==> config.mk <==
export PLATFORM = sky130hd
export DESIGN_NAME = param_priority_arbiter
export DESIGN_NICKNAME = d
export VERILOG_FILES = /design/src/rtl/param_priority_arbiter.sv
export SDC_FILE = /design/constraint.sdc
export NUM_CORES = 1
export LEC_CHECK = 0
export CELL_PAD_IN_SITES_DETAIL_PLACEMENT = 0
export CELL_PAD_IN_SITES_GLOBAL_PLACEMENT = 2
export CORE_MARGIN = 5
export CORE_UTILIZATION = 25
export DETAILED_ROUTE_END_ITERATION = 12
export PLACE_DENSITY_LB_ADDON = 0.12
export SLEW_MARGIN = 25
export SYNTH_ARGS = -nofsm -noshare
export SYNTH_HDL_FRONTEND = slang
export SYNTH_SLANG_ARGS = --single-unit
==> constraint.sdc <==
create_clock -name clk -period 2.9 [get_ports clk]
set_clock_uncertainty 0.15 [all_clocks]
set_input_delay 0.435 -clock clk [delete_from_list [all_inputs] [get_ports clk]]
set_output_delay 0.435 -clock clk [all_outputs]
set_load 0.01 [all_outputs]
==> src/rtl/param_priority_arbiter.sv <==
// N-requester arbiter: fixed-priority or round-robin selection, registered one-hot grant,
// optional preemption and max-hold timeout, with a mandatory idle cycle between owners.
module param_priority_arbiter #(
  parameter  int N        = 4,
  parameter  int MODE     = 0,
  parameter  int PREEMPT  = 1,
  parameter  int MAX_HOLD = 0,
  localparam int IDW      = (N > 2) ? $clog2(N) : 1
) (
  input  logic           clk,
  input  logic           rst,
  input  logic [N-1:0]   req,
  output logic [N-1:0]   grnt,
  output logic [IDW-1:0] grnt_id,
  output logic           grnt_valid,
  output logic           hold_expired
);

  typedef enum logic {IDLE, GRANT} state_e;

  localparam logic [7:0] HOLD_LIM = 8'(MAX_HOLD);

  state_e         state_q, state_d;
  logic [N-1:0]   grnt_q, grnt_d;
  logic [IDW-1:0] id_q, id_d;
  logic [IDW-1:0] ptr_q, ptr_d;
  logic [7:0]     cnt_q, cnt_d;
  logic           hexp_q, hexp_d;

  logic           own_drop;
  logic           preempt_hit;
  logic           timeout;
  logic [IDW-1:0] win;

  function automatic logic [IDW-1:0] pick_fixed(input logic [N-1:0] r);
    pick_fixed = '0;
    for (int i = N - 1; i >= 0; i--) begin
      if (r[i]) pick_fixed = IDW'(i);
    end
  endfunction

  // Search upward from the pointer, wrapping modulo N (N need not be a power of two).
  function automatic logic [IDW-1:0] pick_rr(input logic [N-1:0] r, input logic [IDW-1:0] p);
    logic found;
    int   idx;
    pick_rr = '0;
    found   = 1'b0;
    for (int i = 0; i < N; i++) begin
      idx = int'(p) + i;
      if (idx >= N) idx = idx - N;
      if (!found && r[idx]) begin
        pick_rr = IDW'(idx);
        found   = 1'b1;
      end
    end
  endfunction

  always_comb begin
    state_d     = state_q;
    grnt_d      = grnt_q;
    id_d        = id_q;
    ptr_d       = ptr_q;
    cnt_d       = cnt_q;
    hexp_d      = 1'b0;
    own_drop    = 1'b0;
    preempt_hit = 1'b0;
    timeout     = 1'b0;
    win         = '0;
    case (state_q)
      IDLE: begin
        if (|req) begin
          win     = (MODE == 1) ? pick_rr(req, ptr_q) : pick_fixed(req);
          state_d = GRANT;
          grnt_d  = N'(1) << win;
          id_d    = win;
          cnt_d   = 8'd1;
        end else begin
          grnt_d = '0;
          id_d   = '0;
          cnt_d  = '0;
        end
      end
      GRANT: begin
        own_drop = !req[id_q];
        if (MODE == 0 && PREEMPT != 0) begin
          for (int j = 0; j < N; j++) begin
            if (j < int'(id_q) && req[j]) preempt_hit = 1'b1;
          end
        end
        timeout = (MAX_HOLD != 0) && (cnt_q == HOLD_LIM);
        if (own_drop || preempt_hit || timeout) begin
          // Release always passes through IDLE, giving the dead cycle.
          state_d = IDLE;
          grnt_d  = '0;
          id_d    = '0;
          cnt_d   = '0;
          hexp_d  = timeout;
          ptr_d   = (id_q == IDW'(N - 1)) ? '0 : id_q + IDW'(1);
        end else if (cnt_q != 8'hFF) begin
          cnt_d = cnt_q + 8'd1;
        end
      end
      default: state_d = IDLE;
    endcase
  end

  always_ff @(posedge clk or negedge rst) begin
    if (!rst) begin
      state_q <= IDLE;
      grnt_q  <= '0;
      id_q    <= '0;
      ptr_q   <= '0;
      cnt_q   <= '0;
      hexp_q  <= 1'b0;
    end else begin
      state_q <= state_d;
      grnt_q  <= grnt_d;
      id_q    <= id_d;
      ptr_q   <= ptr_d;
      cnt_q   <= cnt_d;
      hexp_q  <= hexp_d;
    end
  end

  assign grnt         = grnt_q;
  assign grnt_id      = id_q;
  assign grnt_valid   = (state_q == GRANT);
  assign hold_expired = hexp_q;

endmodule

==> results of run 1 <==
[flip-flops by register name, summed over array words and instances (netlist names)]
register and count:
grnt_valid 1, grnt_id 2, grnt 4
[final timing paths]
path,from,to,slack (ns)
min in group clk,grnt[2],grnt[2],0.35
worst max register to register,grnt_id[1],grnt[1],1.25
worst min register to register,grnt[2],grnt[2],0.35
worst min-delay path,rst,grnt[3],0.30
worst max-delay path,grnt_valid,grnt_valid,0.97
max in group asynchronous,rst,grnt_id[1],2.05
[cells in the mapped netlist, drive strengths merged, types with 2 or more instances]
master  instances
nand2           3
inv             2
a22o            4
a21oi           2
dfrtp           7
o21ai           3
[worst register-to-register path: cells and delay by family, from the launching register on]
family / cells / cell delay, ns
AO/OA/AOI/OAI: 2 / 0.41
flip-flops: 1 / 0.45
multiplexers: 1 / 0.53
[routing by layer]
layer	vias up	global-route usage, %	routed length (um)
met5	-	0	0
met4	0	6.45	0
met3	0	6.27	92
met2	14	16.1	457
met1	163	11.9	396
li1	162	-	-
[area by class of cell]
class	count	area share (%)
inverters	2	1.44
flip-flops and latches	7	33.6
multi-input cells	24	33.3
clock buffers	4	5.04
repair buffers	12	23.0
well taps	15	3.60
[cells by family after synthesis]
| family | Yosys count |
|---|---|
| other cells | 1 |
| simple gates | 8 |
| compound gates | 13 |
| mux | 2 |
| buf+inv | 3 |
| flops | 7 |
[report_power, final]
group / switching (mW) / internal [mW] / total, mW
clock network: 0.0354 / 0.0525 / 0.0879
registers: 0.0360 / 0.123 / 0.159
logic: 0.0582 / 0.0870 / 0.145
total: 0.130 / 0.262 / 0.392
==> summary.md, run 1 <==
| Metric | Value |
|---|---|
| Post-Synth XOR/XNOR Area | `0%` |
| Simple-gate share of the synthesized area | `10.7%` |
| Bufs and invs on worst path | `1` |
| Reg area | `175 um^2` |
| Share of the synthesized area in the top cell type | `48.1%` |
| Final Hold Vio Count | `0` |
| Setup TNS | `0 ns` |
| H-tree Lvls | `1` |
| Fin nets | `56` |
| Final setup margin | `0.973 ns` |
| Critical path peak fanout | `9` |
| Leading area contributor after synthesis | `dfrtp_1` |
| Outcome | `finished, final reports clean` |
| Adder-Cell Fraction of Synth Area | `0%` |
| Initial DRC count | `5` |
| Design area | `522 um^2` |
| Cell Rows | `13` |
| Layout cells sized above 1 | `14.3%` |
| Synth Register Bits | `7` |
| Die X | `48.2 um` |
| Clock transition at the registers of the reported paths | `0.05 ns` |
| DR WL/cell | `14.8 um` |
| Number of distinct library cells after synthesis | `20` |
| Setup Buffers After CTS | `0` |
| Vias in the first global route | `321` |
| Hold WC Path Type | `input port to asynchronous set/reset pin` |
| Cells after synthesis | `34` |
| Mux contribution to synthesized area | `9.28%` |
| Most common cell after layout, fill and taps aside | `clkdlybuf4s50_1` |
| Min Hold Slack | `0.302 ns` |
| Placed instance area | `495 um^2` |
| Fin util | `39.1%` |
| Worst path max stage delay | `0.60 ns` |
| Num ports | `14` |
| Final WL | `946 um` |
| Core area | `1330 um^2` |
| Synth Warn # | `0` |
| RSZ-0062 raised after global routing | `false` |
| CTS tree | `yes` |
| Power, Total | `0.392 mW` |
| Reg2Reg Depth | `3` |
| Kind of end point of the critical path | `output port` |
| Largest net degree at the start of global routing | `10` |
| Post-synthesis compound-gate area fraction | `26.8%` |
| Mapped cell area | `364 um^2` |
| Final cell count without fillers | `64` |
| Skew-Pair Late Insertion Delay | `0.25 ns` |
| # resized after CTS | `0` |
| Area of the multi-input gates | `174 um^2` |
| Drt pass-1 iters | `2` |
| Initial core utilization | `27.3%` |
| Largest family of logic cells by synthesized area | `compound AO/OA/AOI/OAI gates` |
| Overflow after GRT | `0` |
| Largest delay share family, worst path | `buffers and inverters` |
| Root Driver | `clkbuf_4` |
| Dominant cells by area after synthesis | `dfrtp_1 48%, a22o_1 7.2%, mux4_2 6.2%` |
| Final-layout fill cell count | `147` |
| EDFF count, synth | `0` |
| Clk sinks | `7` |
| DRC errors left | `0` |
| Vias/cell | `5.30` |
| Port bufs | `12` |
| GP Congestion | `0.723` |
| Placed wire-length estimate | `706 um` |
| CP Launch Type | `register` |
| Max Clock Freq | `519 MHz` |
| PwrDens | `751 nW/um^2` |
| TritonCTS buffer count | `3` |
| Crit path time final | `1.93 ns` |
| Max Slew Vio Count | `0` |
| Die height | `48.2 um` |
| Avg Synthesized Cell Area | `10.7 um^2` |
| First-pass GRT wire length | `1580 um` |
| Antenna violations before repair | `0` |
| Post-synthesis sequential area ratio | `48.1%` |
| Final setup vio count | `0` |
| Levels on crit path | `1` |
| Via count | `339` |
| Antenna Cells | `0` |
| Period Utilization, post-route | `66.5%` |
| Ys async rst share | `100%` |
| Data required, critical path | `2.32 ns` |
| Max VDD drop | `266 uV` |
| Area Overhead vs Synth | `43.3%` |
| Placed Cells incl. Taps | `60` |
| CTS hold repair buffers | `0` |
| Prevailing post-synth register cell | `dfrtp_1` |
| Critical path's slowest cell | `clkdlybuf4s50_1` |
| Syn nets | `40` |
| Routed Antenna Nets | `0` |
| Most frequent cells in the layout | `12 x clkdlybuf4s50_1, 7 x dfrtp_1` |
| Pre-CTS setup slack | `0.724 ns` |
| DIE AREA | `2320 um^2` |
| Tot GR Track Use | `10.9%` |
| Clk buf depth | `2` |
| Setup CP Type | `register to output port` |
| MaxCap Viol Count | `0` |
| Leakage | `0.210 nW` |
| Critical path cell sequence | `clkdlybuf4s50_1` |
| Endpoint arrival time on the critical path | `1.34 ns` |
No activity file was read; power rests on OpenSTA's default activity.
==> inputs of run 2 (changes only) <==
--- a/config.mk
+++ b/config.mk
@@ -8,7 +8,7 @@
 export CELL_PAD_IN_SITES_DETAIL_PLACEMENT = 0
 export CELL_PAD_IN_SITES_GLOBAL_PLACEMENT = 2
 export CORE_MARGIN = 5
-export CORE_UTILIZATION = 25
+export CORE_UTILIZATION = 23
 export DETAILED_ROUTE_END_ITERATION = 12
 export PLACE_DENSITY_LB_ADDON = 0.12
 export SLEW_MARGIN = 25
==> constraint.sdc (replaced) <==
create_clock -name clk -period 1.94 [get_ports clk]
set_clock_uncertainty 0.15 [all_clocks]
set_input_delay 0.291 -clock clk [delete_from_list [all_inputs] [get_ports clk]]
set_output_delay 0.291 -clock clk [all_outputs]
set_load 0.01 [all_outputs]
==> run 2 against run 1 <==
  * Cell count increased by 7.8%
  * Global-route usage is 1.2 points lower
  * Wire length increased by 3.4%
  * Register-to-register slack lost 0.97 ns
  * First-iteration DRC count is 20% lower
  * Setup slack worse by 0.80 ns
  * Utilization fell by 2.4 points
  * Critical path depth stayed put
  * Sequential share of layout area decreased by 1.9 points
  * Critical path type unchanged
==> summary.md, run 2 (same netlist as run 1, synthesis figures left out) <==
| Metric | Value |
|---|---|
| Outcome | `finished, final reports clean` |
| Vias in the first global route | `402` |
| CP Launch Type | `register` |
| Root Driver | `clkbuf_4` |
| Port bufs | `12` |
| Bufs and invs on worst path | `1` |
| Data required, critical path | `1.50 ns` |
| Vias/cell | `4.99` |
| DRC errors left | `0` |
| Overflow after GRT | `0` |
| Die height | `49.8 um` |
| Critical path peak fanout | `9` |
| Min Hold Slack | `0.161 ns` |
| Skew-Pair Late Insertion Delay | `0.24 ns` |
| Setup CP Type | `register to output port` |
| Levels on crit path | `1` |
| Setup Buffers After CTS | `0` |
| PwrDens | `1070 nW/um^2` |
| Reg2Reg Depth | `3` |
| Initial core utilization | `24.2%` |
| RSZ-0062 raised after global routing | `false` |
| Die X | `49.8 um` |
| CP startpoint | `grnt_valid` |
| Clk sinks | `7` |
| Leakage | `0.229 nW` |
| Most common cell after layout, fill and taps aside | `clkdlybuf4s50_1` |
| Clk buf depth | `2` |
| Crit path time final | `1.77 ns` |
| Fin util | `36.7%` |
| Routed Antenna Nets | `0` |
| CTS tree | `yes` |
| Largest net degree at the start of global routing | `10` |
| Switching share of total power | `33.1%` |
| Psw | `0.196 mW` |
| Pint | `0.397 mW` |
| Max Slew Vio Count | `0` |
| Hold WC Path Type | `input port to asynchronous set/reset pin` |
| TritonCTS buffer count | `3` |
| Seq pwr share | `39.7%` |
| Core area | `1510 um^2` |
| Num ports | `14` |
| Kind of end point of the critical path | `output port` |
| R2R Setup Slk | `0.28 ns` |
| DIE AREA | `2480 um^2` |
| Max VDD drop | `371 uV` |
| Placed instance area | `527 um^2` |
| Pre-CTS setup slack | `0.0800 ns` |
| Max Clock Freq | `565 MHz` |
| Max reg flops | `4` |
| Clock Power Share | `22.2%` |
| Initial DRC count | `4` |
| Final setup vio count | `0` |
| MaxCap Viol Count | `0` |
| Final setup margin | `0.170 ns` |
| Worst R2R End | `grnt[1]` |
| Via count | `344` |
| Setup TNS | `0 ns` |
| Cell Rows | `14` |
| Most frequent cells in the layout | `12 x clkdlybuf4s50_1, 7 x dfrtp_1, 4 x buf_4` |
| Comb pwr share | `38.1%` |
| # resized after CTS | `0` |
| Period Utilization, post-route | `91.2%` |
| Worst path max stage delay | `0.59 ns` |
| Final WL | `978 um` |
| Layout cells sized above 1 | `20.8%` |
| First-pass GRT wire length | `1850 um` |
| Worst r2r src | `grnt_id[1]` |
| Final Hold Vio Count | `0` |
| Fin nets | `60` |
| CTS hold repair buffers | `0` |
| Design area | `553 um^2` |
| Tot GR Track Use | `9.69%` |
| Antenna Cells | `0` |
| Critical path's slowest cell | `clkdlybuf4s50_1` |
| Antenna violations before repair | `0` |
| Endpoint arrival time on the critical path | `1.33 ns` |
| GP Congestion | `0.835` |
| DR WL/cell | `14.2 um` |
| Clock transition at the registers of the reported paths | `0.05 ns` |
| Placed wire-length estimate | `773 um` |
| Area Overhead vs Synth | `51.9%` |
| Drt pass-1 iters | `2` |
| H-tree Lvls | `1` |
| Critical path cell sequence | `clkdlybuf4s50_1` |
| Largest delay share family, worst path | `buffers and inverters` |
==> run 2: cell count changes in the layout (fill, tap and decap cells not counted), sizes merged <==
| cell | delta |
|---|---|
| buf | +4 |
==> run 2: layout make-up <==
| cell class | instances | area [um^2] |
|---|---|---|
| clock buffer | 4 | 26.3 |
| fill | 165 | 953 |
| inverter | 2 | 7.51 |
| multi-input combinational | 24 | 174 |
| sequential | 7 | 175 |
| tap | 16 | 20.0 |
| timing repair buffer | 16 | 150 |
==> run 2: how the worst max path moves through the flow <==
stage / end / slack (ns)
2_1_floorplan: grnt[3] / 0.33
3_3_place_gp: grnt[1] / 0.1
3_5_place_dp: grnt[1] / 0.08
4_1_cts: grnt_valid / 0.14
5_1_grt: grnt_valid / 0.08
6_report: grnt_valid / 0.17
==> run 2: power groups by stage <==
stage	clock network (mW)	logic, mW	registers (mW)
2_1_floorplan	0	0.0939	0.245
3_3_place_gp	0	0.226	0.237
3_5_place_dp	0	0.227	0.241
4_1_cts	0.139	0.229	0.239
5_1_grt	0.146	0.248	0.250
6_report	0.132	0.226	0.236
==> run 2: metal layers <==
metal | routed length [um] | track usage (%)
met5 | 0 | 0
met3 | 90 | 4.22
met4 | 0 | 5.24
met2 | 460 | 13.1
met1 | 428 | 12.7
==> run 2: metrics by stage <==
stage	power, mW	std cells
2_1_floorplan	0.338	34
3_3_place_gp	0.463	65
3_5_place_dp	0.468	65
4_1_cts	0.607	69
5_1_grt	0.643	69
6_report	0.594	69
